===== src/rtl/mem_dump_unit_if.sv =====
// mem_dump_unit_if: control handshake, memory read port and output stream of mem_dump_unit.
interface mem_dump_unit_if #(parameter int ADDR_W = 8, parameter int DATA_W = 32);
    logic              start;
    logic [ADDR_W-1:0] base_addr;
    logic [ADDR_W:0]   word_count;
    logic              busy;
    logic              done;
    logic              mem_rd_en;
    logic [ADDR_W-1:0] mem_addr;
    logic [DATA_W-1:0] mem_rd_data;
    logic              out_valid;
    logic              out_ready;
    logic [DATA_W-1:0] out_data;
    logic [ADDR_W-1:0] out_addr;
    logic [DATA_W-1:0] checksum;
    modport master (
        input  start, base_addr, word_count, mem_rd_data, out_ready,
        output busy, done, mem_rd_en, mem_addr, out_valid, out_data, out_addr, checksum
    );
    modport slave (
        output start, base_addr, word_count, mem_rd_data, out_ready,
        input  busy, done, mem_rd_en, mem_addr, out_valid, out_data, out_addr, checksum
    );
endinterface


===== src/rtl/mem_dump_unit.sv =====
// mem_dump_unit: streams a word-address range of data memory out as {addr, data} over valid/ready.
// Define MEM_DUMP_CHECKSUM_EN to build the running checksum; otherwise checksum is tied to 0.
module mem_dump_unit #(
    parameter int ADDR_W = 8,
    parameter int DATA_W = 32
) (
    input logic             clk,
    input logic             rst,
    mem_dump_unit_if.master bus
);
    typedef enum logic [1:0] {IDLE, READ, DRAIN, DONE} state_t;
    state_t                       state_q, state_d;
    logic [ADDR_W-1:0]            addr_q, addr_d, fly_addr_q, fly_addr_d;
    logic [ADDR_W:0]              rem_q, rem_d;
    logic                         fly_q, fly_d;
    logic [1:0][ADDR_W-1:0]       fa_q, fa_d;
    logic [1:0][DATA_W-1:0]       fd_q, fd_d;
    logic                         wp_q, wp_d, rp_q, rp_d;
    logic [1:0]                   cnt_q, cnt_d;
    logic                         accept, pop, issue;

    assign accept = state_q == IDLE && bus.start;
    assign pop    = bus.out_valid && bus.out_ready;
    // Count the returning read as already occupying a slot so the FIFO can never overflow.
    assign issue  = state_q == READ && (3'(cnt_q) + 3'(fly_q) - 3'(pop)) < 3'd2;

    always_ff @(posedge clk or posedge rst) begin
        if (rst) state_q <= IDLE;
        else     state_q <= state_d;
    end

    always_comb begin
        state_d = state_q;
        case (state_q)
            IDLE:    if (bus.start) state_d = bus.word_count == '0 ? DONE : READ;
            READ:    if (issue && rem_q == 1) state_d = DRAIN;
            DRAIN:   if (!fly_q && cnt_q == 2'(pop)) state_d = DONE;
            default: state_d = IDLE;
        endcase
    end

    always_comb begin
        bus.busy      = state_q == READ || state_q == DRAIN;
        bus.done      = state_q == DONE;
        bus.mem_rd_en = issue;
        bus.mem_addr  = addr_q;
        bus.out_valid = cnt_q != 0;
        bus.out_data  = fd_q[rp_q];
        bus.out_addr  = fa_q[rp_q];
    end

    always_comb begin
        addr_d     = accept ? bus.base_addr : addr_q + ADDR_W'(issue);
        rem_d      = accept ? bus.word_count : rem_q - (ADDR_W+1)'(issue);
        fly_d      = issue;
        fly_addr_d = addr_q;
        fa_d       = fa_q;
        fd_d       = fd_q;
        if (fly_q) begin
            fa_d[wp_q] = fly_addr_q;
            fd_d[wp_q] = bus.mem_rd_data;
        end
        wp_d  = wp_q ^ fly_q;
        rp_d  = rp_q ^ pop;
        cnt_d = cnt_q + 2'(fly_q) - 2'(pop);
    end

    always_ff @(posedge clk or posedge rst) begin
        if (rst) begin
            addr_q     <= '0;
            rem_q      <= '0;
            fly_q      <= 1'b0;
            fly_addr_q <= '0;
            fa_q       <= '0;
            fd_q       <= '0;
            wp_q       <= 1'b0;
            rp_q       <= 1'b0;
            cnt_q      <= '0;
        end else begin
            addr_q     <= addr_d;
            rem_q      <= rem_d;
            fly_q      <= fly_d;
            fly_addr_q <= fly_addr_d;
            fa_q       <= fa_d;
            fd_q       <= fd_d;
            wp_q       <= wp_d;
            rp_q       <= rp_d;
            cnt_q      <= cnt_d;
        end
    end

`ifdef MEM_DUMP_CHECKSUM_EN
    logic [DATA_W-1:0] sum_q, sum_d;
    always_comb sum_d = accept ? '0 : sum_q + (pop ? bus.out_data : '0);
    always_ff @(posedge clk or posedge rst) begin
        if (rst) sum_q <= '0;
        else     sum_q <= sum_d;
    end
    assign bus.checksum = sum_q;
`else
    assign bus.checksum = '0;
`endif
endmodule


===== src/flat_wrapper.sv =====
// flat-port wrapper written by rule: the top's interface ports become plain ports
module mem_dump_unit_flat 
#(
    parameter int ADDR_W = 8,
    parameter int DATA_W = 32
)
  (clk, rst, bus_start, bus_base_addr, bus_word_count, bus_mem_rd_data, bus_out_ready, bus_busy, bus_done, bus_mem_rd_en, bus_mem_addr, bus_out_valid, bus_out_data, bus_out_addr, bus_checksum);
  mem_dump_unit_if #(.ADDR_W(ADDR_W), .DATA_W(DATA_W)) bus_i ();
  input logic clk;
  input logic rst;
  input wire logic [$bits(bus_i.start)-1:0] bus_start;
  input wire logic [$bits(bus_i.base_addr)-1:0] bus_base_addr;
  input wire logic [$bits(bus_i.word_count)-1:0] bus_word_count;
  input wire logic [$bits(bus_i.mem_rd_data)-1:0] bus_mem_rd_data;
  input wire logic [$bits(bus_i.out_ready)-1:0] bus_out_ready;
  output wire logic [$bits(bus_i.busy)-1:0] bus_busy;
  output wire logic [$bits(bus_i.done)-1:0] bus_done;
  output wire logic [$bits(bus_i.mem_rd_en)-1:0] bus_mem_rd_en;
  output wire logic [$bits(bus_i.mem_addr)-1:0] bus_mem_addr;
  output wire logic [$bits(bus_i.out_valid)-1:0] bus_out_valid;
  output wire logic [$bits(bus_i.out_data)-1:0] bus_out_data;
  output wire logic [$bits(bus_i.out_addr)-1:0] bus_out_addr;
  output wire logic [$bits(bus_i.checksum)-1:0] bus_checksum;
  assign bus_i.start = bus_start;
  assign bus_i.base_addr = bus_base_addr;
  assign bus_i.word_count = bus_word_count;
  assign bus_i.mem_rd_data = bus_mem_rd_data;
  assign bus_i.out_ready = bus_out_ready;
  assign bus_busy = bus_i.busy;
  assign bus_done = bus_i.done;
  assign bus_mem_rd_en = bus_i.mem_rd_en;
  assign bus_mem_addr = bus_i.mem_addr;
  assign bus_out_valid = bus_i.out_valid;
  assign bus_out_data = bus_i.out_data;
  assign bus_out_addr = bus_i.out_addr;
  assign bus_checksum = bus_i.checksum;
  mem_dump_unit #(.ADDR_W(ADDR_W), .DATA_W(DATA_W)) u_core (.clk(clk), .rst(rst), .bus(bus_i));
endmodule

===== config.mk =====
export PLATFORM = sky130hd
export DESIGN_NAME = mem_dump_unit_flat
export DESIGN_NICKNAME = d
export VERILOG_FILES = /design/src/rtl/mem_dump_unit_if.sv /design/src/rtl/mem_dump_unit.sv /design/src/flat_wrapper.sv
export SDC_FILE = /design/constraint.sdc
export NUM_CORES = 1
export LEC_CHECK = 0
export CAP_MARGIN = 20
export CORE_ASPECT_RATIO = 0.75
export CORE_MARGIN = 4
export CORE_UTILIZATION = 50
export CTS_CLUSTER_SIZE = 24
export DETAILED_ROUTE_END_ITERATION = 10
export PLACE_DENSITY = 0.82
export SYNTH_ARGS = -nofsm -noshare
export SYNTH_HDL_FRONTEND = slang
export SYNTH_SLANG_ARGS = --single-unit

===== constraint.sdc =====
create_clock -name clk -period 8.3 [get_ports clk]
set_input_delay 0.83 -clock clk [delete_from_list [all_inputs] [get_ports clk]]
set_output_delay 0.83 -clock clk [all_outputs]
set_load 0.01 [all_outputs]

==> results of run 1 <==
-- power breakdown --
part	total [mW]	switching, mW	internal [mW]
Combinational	1.17	0.436	0.732
Sequential	1.02	0.202	0.815
Clock	0.428	0.186	0.242
-- layer usage --
metal  track usage (%)  vias up  part of all wire (%)
met5                 0        -                     0
met4              5.05        0                   1.1
met3              5.05       12                   6.4
met2              29.1       84                    49
met1              22.4     1556                    43
li1                  -     1460                     -
-- state kept, by name, indices dropped and copies added, names as in the netlist --
| name | cells |
|---|---|
| u_core.wp_q | 1 |
| u_core.state_q | 2 |
| u_core.rem_q | 9 |
| u_core.fly_q | 1 |
| u_core.rp_q | 1 |
| u_core.fly_addr_q | 8 |
| u_core.fd_q | 64 |
| u_core.cnt_q | 2 |
| u_core.fa_q | 16 |
| u_core.bus.mem_addr | 8 |
-- per-stage QoR --
step                      setup slack, ps  cells
after floorplan                      4510    419
after global placement               3880    607
after detailed placement             3720    607
after CTS                            3730    623
after global routing                 3590    623
final                                3790    623
-- how the worst max path moves through the flow --
stage / startpoint / end / slack, ps / cells past startpoint
2_1_floorplan: rst / u_core.bus.mem_addr[0] / 4510 / 1
3_3_place_gp: bus_out_ready / bus_mem_rd_en / 3880 / 9
3_5_place_dp: bus_out_ready / bus_mem_rd_en / 3720 / 9
4_1_cts: bus_out_ready / bus_mem_rd_en / 3730 / 9
5_1_grt: bus_out_ready / bus_mem_rd_en / 3590 / 9
6_report: bus_out_ready / bus_mem_rd_en / 3790 / 9
-- cells in the final DEF, fill, tap and decap left out, types with 2 or more instances in the layout --
cell type | synthesis | routed
mux2_2 | 122 | 122
dfrtp_1 | 112 | 111
clkdlybuf4s50_1 | 0 | 104
conb_1 | 1 | 32
nand2_1 | 20 | 20
o21ai_0 | 13 | 13
inv_1 | 11 | 10
ha_1 | 12 | 10
clkbuf_16 | 0 | 9
xnor2_1 | 8 | 8
xor2_1 | 6 | 6
nor2_1 | 6 | 6
nand3_1 | 3 | 3
nor3b_1 | 2 | 2
and2_1 | 2 | 2
nor4_1 | 2 | 2
ha_2 | 0 | 2
clkinv_2 | 0 | 2
-- cells by family (layout without fill, tap and decap cells) --
kind of cell | count (synthesis) | count (layout) | synth area share [%]
buffers and inverters | 60 | 132 | 6.66
xor gates and xnor gates | 14 | 14 | 2.36
other | 1 | 32 | 0.0723
muxes | 124 | 124 | 27.0
adders and majority gates | 13 | 13 | 3.28
and+or+nand+nor | 44 | 44 | 4.39
DFF | 112 | 112 | 54.0
AOI/OAI and AO/OA | 20 | 20 | 2.24
-- area by class of cell --
type	instances	area [µm²]	area share [%]
inverter	11	43.8	0.672
tap	132	165	2.53
timing repair buffer	105	1050	16.1
clock inverter	5	56.3	0.863
clock buffer	11	243	3.72
sequential	112	2800	43.0
multi-input combinational	247	2160	33.1
==> impl_results.md, run 1 <==
- CP arrival: 3680 ps
- P_leak: 2.84 nW
- Buf/Inv on CP: 3
- # Max-Cap Violations: 0
- Largest area contributor in the netlist: dfrtp_1
- Critical setup path kind: input port to output port
- Worst stage delay on the critical path: 670 ps
- Hold path cells: 0
- Avg Cell Area, Syn: roughly 13 µm²
- Cell Rows: 31
- Die width: 126 µm
- Core area: between 9000 and 10000 µm²
- Worst Hold Endpoint: u_core.fly_addr_q[7]
- WP data required: ~7500 ps
- CTS Hold Buffers Added: 0
- TritonCTS clock tree: yes
- RR Endpoint: u_core.rem_q[6]
- Worst path cell trace: clkdlybuf4s50_1 -> and2_1 -> ha_1 -> inv_1 -> ha_1 -> fa_1 -> xnor2_1 -> nor3b_1 -> clkdlybuf4s50_1
- Initial Util: a little over half
- Post-route cell area: approximately 6500 µm²
- Reg2Reg Launch Point: u_core.cnt_q[1]
- Actual slew at the worst max-slew pin: 1050 ps
- Total GRT Usage: 17.4%
- Placed Area: 6220 µm²
- Max_slew headroom: 30.3%
- Post-CTS Resized: 0
- Most frequent cell after synthesis: mux2_2
- Final period utilization: 54.3%
- Ant diodes: 0
- Global-route wire length before repair: between 15000 and 20000 µm
- Crit Path Max Fanout: 4
- Die area: 12100 µm²
- Share of the synthesized area in the top cell type: 54.0%
- Clk buf depth: 2
- Wire length per cell: 16.2 µm
- DR iter-0 viols: about 180
- P per Cell Area: 401 nW/µm²
- Setup Skew: 6.32 ps
- RSZ-0062 raised after global routing: no
- Largest net degree at the start of global routing: 66
- Worst Hold Class: register to register
- Synth Cell Area: 5190 µm²
- Final setup viols: 0
- Hold slack: 437 ps
- Total power: around 2.6 mW
- Final hold violations: 0
- Io pins: ~140
- Post-Syn Instances: slightly below 400
- Slowest cell on crit path: clkdlybuf4s50_1
- Flop2flop setup slack: 4410 ps
- Ys async rst share: 100%
- Routed WL: 10100 µm
- Nets: 552
- H-Tree Depth: 3
- Startpoint Class: input port
- Fill count: 774
- CTS root buf: clkbuf_16
- #FFs+latches synth: 112
- Post-synth cell types: 36
- Drt first pass iters: 4
- Post-CTS Setup Repair Bufs: 0
- Initial antenna violation count: 0
- Routed Antenna Nets: 0
- Vias in the first global route: 3422
- Dpl hpwl: 7040 µm
- Drt via density: 5.00
- Family with the most delay on the worst path: buffers and inverters
- Die height: 96.2 µm
- Via count: 3112
- Clk_lat worst skew: 340 ps
- Reg2Reg Depth: 14
- Ys Warns: 0
- Fmax: around 220 MHz
- Status: finished, final reports clean
- Layout Utilization: 65.9%
- Share of cells above drive strength 1: 30.1%
- Peak supply drop: 0.194 mV
- Pins over their slew limit: 0
- Predominant post-synthesis flop cell: dfrtp_1
- Sink Count: 112
- Worst setup EP type: output port
- Placer Congestion: approximately 0.8
- Reg clk slew, reported paths: 70 ps
- Sequential share of the synthesized area: ~54%
- Hold path startpoint: u_core.bus.mem_addr[7]
- I/O Buffers: 104
- Post-synth EDFFs: 0
- Cts bufs inserted: 9
- Most area-consuming cells after synthesis: dfrtp_1 (54%), mux2_2 (26%), buf_4 (4.6%)
- Area Overhead vs Synth: 25.7%
- Sum Neg Setup Slack: 0 ps
- Minimum clock period: 4510 ps
- DRC viols: 0
- GRT overflow: 0
- Commonest cells post-synth: mux2_2 (122), dfrtp_1 (112), buf_4 (32), nand2_1 (20), o21ai_0 (13)
No activity file was read; power rests on OpenSTA's default activity.
==> inputs of run 2 (changes only) <==
CORE_UTILIZATION = 49   (was 50)
PLACE_DENSITY = 0.81   (was 0.82)
clock period = 4.5 ns   (was 8.3 ns; I/O delays follow)
==> impl_results.md, run 2 (synthesis gave the netlist of run 1 again) <==
- Status: finished, final reports clean
- Total GRT Usage: 16.7%
- I/O Buffers: 104
- Fin cells: 629
- Die height: 97.1 µm
- Reg clk slew, reported paths: about 70 ps
- WP data required: 4050 ps
- Routed Antenna Nets: 0
- Pins over their slew limit: 0
- Nets: 554
- Drt first pass iters: 4
- RSZ-0062 raised after global routing: no
- Wire length per cell: 16.0 µm
- Most frequent cells in the layout: mux2_2 (122), dfrtp_1 (111), clkdlybuf4s50_1 (104)
- DR iter-0 viols: 158
- Worst setup EP type: output port
- Fmax: 272 MHz
- Most flops, register: u_core.fd_q
- Share of cells above drive strength 1: a little under a third
- CP arrival: ~3200 ps
- Final period utilization: 81.8%
- Largest net degree at the start of global routing: 86
- Placed cell count: between 600 and 700
- Initial Util: between 50% and 60%
- Most common cell after layout, fill and taps aside: mux2_2
- Core area: 10300 µm²
- Layout Utilization: 63.4%
- GRT overflow: 0
- Fill count: between 700 and 800
- Cell Rows: 32
- Startpoint Class: register
- DRC viols: 0
- P per Cell Area: 729 nW/µm²
- Routed WL: between 10000 and 15000 µm
- Final setup viols: 0
- Post-route cell area: approximately 6500 µm²
- Crit Path Max Fanout: 4
- Cts bufs inserted: 9
- Area Overhead vs Synth: 25.8%
- Post-CTS Setup Repair Bufs: 0
- Via count: 3098
- Drt via density: 4.93
- Post-CTS Resized: 0
- Vias in the first global route: 3327
- Peak supply drop: 0.376 mV
- Placed Area: approximately 6200 µm²
- Placer Congestion: around 0.86
- Ant diodes: 0
- Global-route wire length before repair: 16600 µm
- Dpl hpwl: slightly below 7000 µm
- Biggest regs: u_core.fd_q (64), u_core.fa_q (16), u_core.rem_q (9)
- Minimum clock period: 3680 ps
- Final worst setup slack: 817 ps
- Clk_lat worst skew: 340 ps
- Critical setup path kind: register to output port
- Setup WS pre-CTS: 758 ps
- Io pins: ~140
- Setup Skew: 5.40 ps
- Sum Neg Setup Slack: 0 ps
- Register area: between 2000 and 3000 µm²
- CTS root buf: clkbuf_16
- # Max-Cap Violations: 0
- P_leak: about 2.8 nW
- CTS Hold Buffers Added: 0
- TritonCTS clock tree: yes
- Hold slack: 450 ps
- Worst Hold Class: register to register
- Die area: 12300 µm²
- Sink Count: 112
- Clk buf depth: 2
- H-Tree Depth: 3
- Total power: around 4.8 mW
- Initial antenna violation count: 0
- Area taken by multi-input logic gates: 2160 µm²
- Final hold violations: 0
- Die width: 127 µm
- Actual slew at the worst max-slew pin: 1070 ps
- Max_slew headroom: 28.9%
- Max FFs per register: 64
==> run 2: cell count changes in the layout (fill, tap and decap cells not counted) <==
| cell | previous run | this run |
|---|---|---|
| buf_12 | 0 | 1 |
| buf_4 | 1 | 2 |
| bufinv_16 | 1 | 0 |
| clkbuf_1 | 1 | 0 |
| clkbuf_8 | 1 | 0 |
| clkinv_2 | 2 | 4 |
| clkinvlp_4 | 1 | 0 |
| inv_6 | 0 | 2 |
==> run 2: power by group <==
| group | total (mW) | switching (mW) | internal (mW) |
|---|---|---|---|
| Sequential | 1.87 | 0.372 | 1.50 |
| Combinational | 2.16 | 0.798 | 1.36 |
| Clock | 0.726 | 0.350 | 0.376 |
==> run 2: layout make-up <==
cell class,instances,share of cell area [%]
repair buffers,107,16.5
well taps,136,2.61
clock inverters,7,0.709
multi-input cells,247,33.1
inverters,11,0.671
flip-flops and latches,112,43.0
clock buffers,9,3.45
==> run 2: path summary, 6_finish.rpt <==
path | startpoint | to | slack (ps) | cells past startpoint
worst min register to register | u_core.bus.mem_addr[0] | u_core.fly_addr_q[0] | 450 | 0
worst min-delay path | u_core.bus.mem_addr[0] | u_core.fly_addr_q[0] | 450 | 0
min in group asynchronous | rst | u_core.fd_q[62] | 510 | 2
max in group asynchronous | rst | u_core.fd_q[11] | 2970 | 4
worst max-delay path | u_core.cnt_q[1] | bus_mem_rd_en | 820 | 10
worst max register to register | u_core.cnt_q[1] | u_core.rem_q[8] | 900 | 15
==> run 2: critical path, stage by stage, from the launching register on <==
cell and delay [ps]:
dfrtp_1 420, or2_2 320, and2_1 180, ha_1 270, inv_1 40, ha_1 190
fa_1 380, xnor2_1 160, nor3b_1 210, buf_4 160, clkdlybuf4s50_1 560
==> run 2: layer usage <==
layer | routed length [µm] | track usage [%] | vias up
met3 | 587 | 5.00 | 10
met4 | 93 | 3.71 | 0
met1 | 4610 | 22.8 | 1535
met2 | 4790 | 26.7 | 79
met5 | 0 | 0 | -
li1 | - | - | 1474
==> inputs of run 3 (changes only) <==
CORE_UTILIZATION = 44   (was 49)
PLACE_DENSITY = 0.76   (was 0.81)
clock period = 3 ns   (was 4.5 ns; I/O delays follow)
==> impl_results.md, run 3 (synthesis gave the netlist of run 1 again) <==
- Status: complete, but fails checks
- Failing checks: setup timing
- Peak supply drop: 0.476 mV
- Placed cell count: 653
- Sequential Power Share: 35.6%
- H-Tree Depth: 3
- I/O Buffers: 104
- Final worst setup slack: -155 ps
- Pint: approximately 5.3 mW
- Final setup viols: 6
- Cell Rows: 34
- Setup Skew: 8.26 ps
- Hold slack: 401 ps
- Final hold violations: 0
- Critical setup path kind: register to register
- Nets: 573
- Drt via density: 4.81
- DR iter-0 viols: 154
- GRT overflow: 0
- Area Overhead vs Synth: 32.9%
- Wire length per cell: 15.6 µm
- Dpl hpwl: 7550 µm
- Clk_lat worst skew: 340 ps
- Global-route wire length before repair: 17200 µm
- Sw frac: 31.2%
- Ant diodes: 0
- Startpoint Class: register
- CTS root buf: clkbuf_16
- Setup WS pre-CTS: -391 ps
- Die height: ~100 µm
- Biggest regs: u_core.fd_q (64), u_core.fa_q (16), u_core.rem_q (9)
- Minimum clock period: ~3200 ps
- DRC viols: 0
- Most flops, register: u_core.fd_q
- TritonCTS clock tree: yes
- Max FFs per register: 64
- Fmax: 317 MHz
- Placer Congestion: ~0.83
- Initial Util: around 45%
- Largest net degree at the start of global routing: 60
- CP arrival: 3350 ps
- Drt first pass iters: 4
- Worst Hold Class: input port to asynchronous set/reset pin
- Die area: roughly 14000 µm²
- Routed WL: 10500 µm
- Core area: between 10000 and 15000 µm²
- Clk buf depth: 2
- Reg2Reg Depth: 15
- Die width: ~130 µm
- Fin cells: approximately 670
- Post-route cell area: 6890 µm²
- Max_slew headroom: 54.9%
- Most frequent cells in the layout: mux2_2 (122), dfrtp_1 (111), clkdlybuf4s50_1 (103)
- Critical path launch point: u_core.cnt_q[0]
- WP data required: 3200 ps
- # Max-Cap Violations: 0
- Actual slew at the worst max-slew pin: roughly 670 ps
- Pins over their slew limit: 0
- Sw power: roughly 2.4 mW
- Share of cells above drive strength 1: 36.2%
- P per Cell Area: 1120 nW/µm²
- Reg clk slew, reported paths: 70 ps
- Routed Antenna Nets: 0
- Total GRT Usage: between 15 and 20%
- Initial antenna violation count: 0
- RR Endpoint: u_core.rem_q[8]
- Worst setup EP type: register
- Cts bufs inserted: 9
- Crit Path Max Fanout: 4
- Final period utilization: 105%
- Via count: 3238
- Vias in the first global route: 3470
- Placed Area: 6500 µm²
- Layout Utilization: 59.6%
- Comb pwr share: 48.0%
- P_leak: a little under 3 nW
- Sink Count: 112
- RSZ-0062 raised after global routing: yes
- Clk pwr share: 16.4%
- Reg2Reg Launch Point: u_core.cnt_q[0]
- Most common cell after layout, fill and taps aside: mux2_2
- Flop2flop setup slack: -160 ps
- Io pins: 137
-- run 3: worst max path at each step --
stage                     slack (ps)                     end
final                           -160         u_core.rem_q[8]
after global routing            -320         u_core.rem_q[8]
after CTS                        -90  u_core.bus.mem_addr[6]
after detailed placement        -390         u_core.rem_q[6]
after global placement          -250         u_core.rem_q[8]
after floorplan                 -110         u_core.rem_q[8]
-- run 3: per-layer routing --
layer	track usage, %	routed length (µm)	part of all wire, %
met5	0	0	0
met2	25.8	4870	46
met3	5.51	626	5.9
met4	3.56	46	0.44
met1	21.1	4980	47
-- run 3: per-stage QoR --
step / TNS, ps / power (mW)
2_1_floorplan: -354 / 4.85
6_report: -746 / 7.72
5_1_grt: -2300 / 8.23
3_5_place_dp: -2850 / 6.42
3_3_place_gp: -1400 / 6.27
4_1_cts: -589 / 7.79
-- run 3: power groups by stage --
stage               clock network (mW)  registers, mW  logic [mW]
floorplan                            0           2.62        2.23
global placement                     0           2.71        3.57
detailed placement                   0           2.77        3.66
CTS                               1.31           2.75        3.73
global route                      1.36           2.84        4.03
finish                            1.27           2.74        3.71
-- run 3: layout make-up --
type,count,area [µm²]
Clock inverter,3,65.1
Clock buffer,12,256
Multi-Input combinational cell,247,2280
Sequential cell,112,2800
Inverter,11,45.0
Tap cell,162,203
Timing Repair Buffer,126,1240
Fill cell,917,4680
-- run 3: worst max-delay path: stages, from the launching register on --
cell,delay [ps]
dfrtp_1,380
or2_4,250
and2_4,150
ha_4,260
inv_2,40
ha_4,150
fa_2,350
xnor2_2,170
nor3b_4,290
buf_4,180
ha_4,150
ha_4,120
nor3b_4,210
nand2_1,90
xor2_1,150
o21ai_1,80
-- run 3: what timing repair did --
| item | CTS | global route |
|---|---|---|
| hold endpoints to repair | 0 | 0 |
| gates resized for setup | 9 | 6 |
| setup buffers | 2 | 3 |
| endpoints found under the setup margin | 10 | 11 |
| pin swaps | 8 | 4 |
| hold buffers | 0 | 0 |
| gates cloned | 0 | 0 |
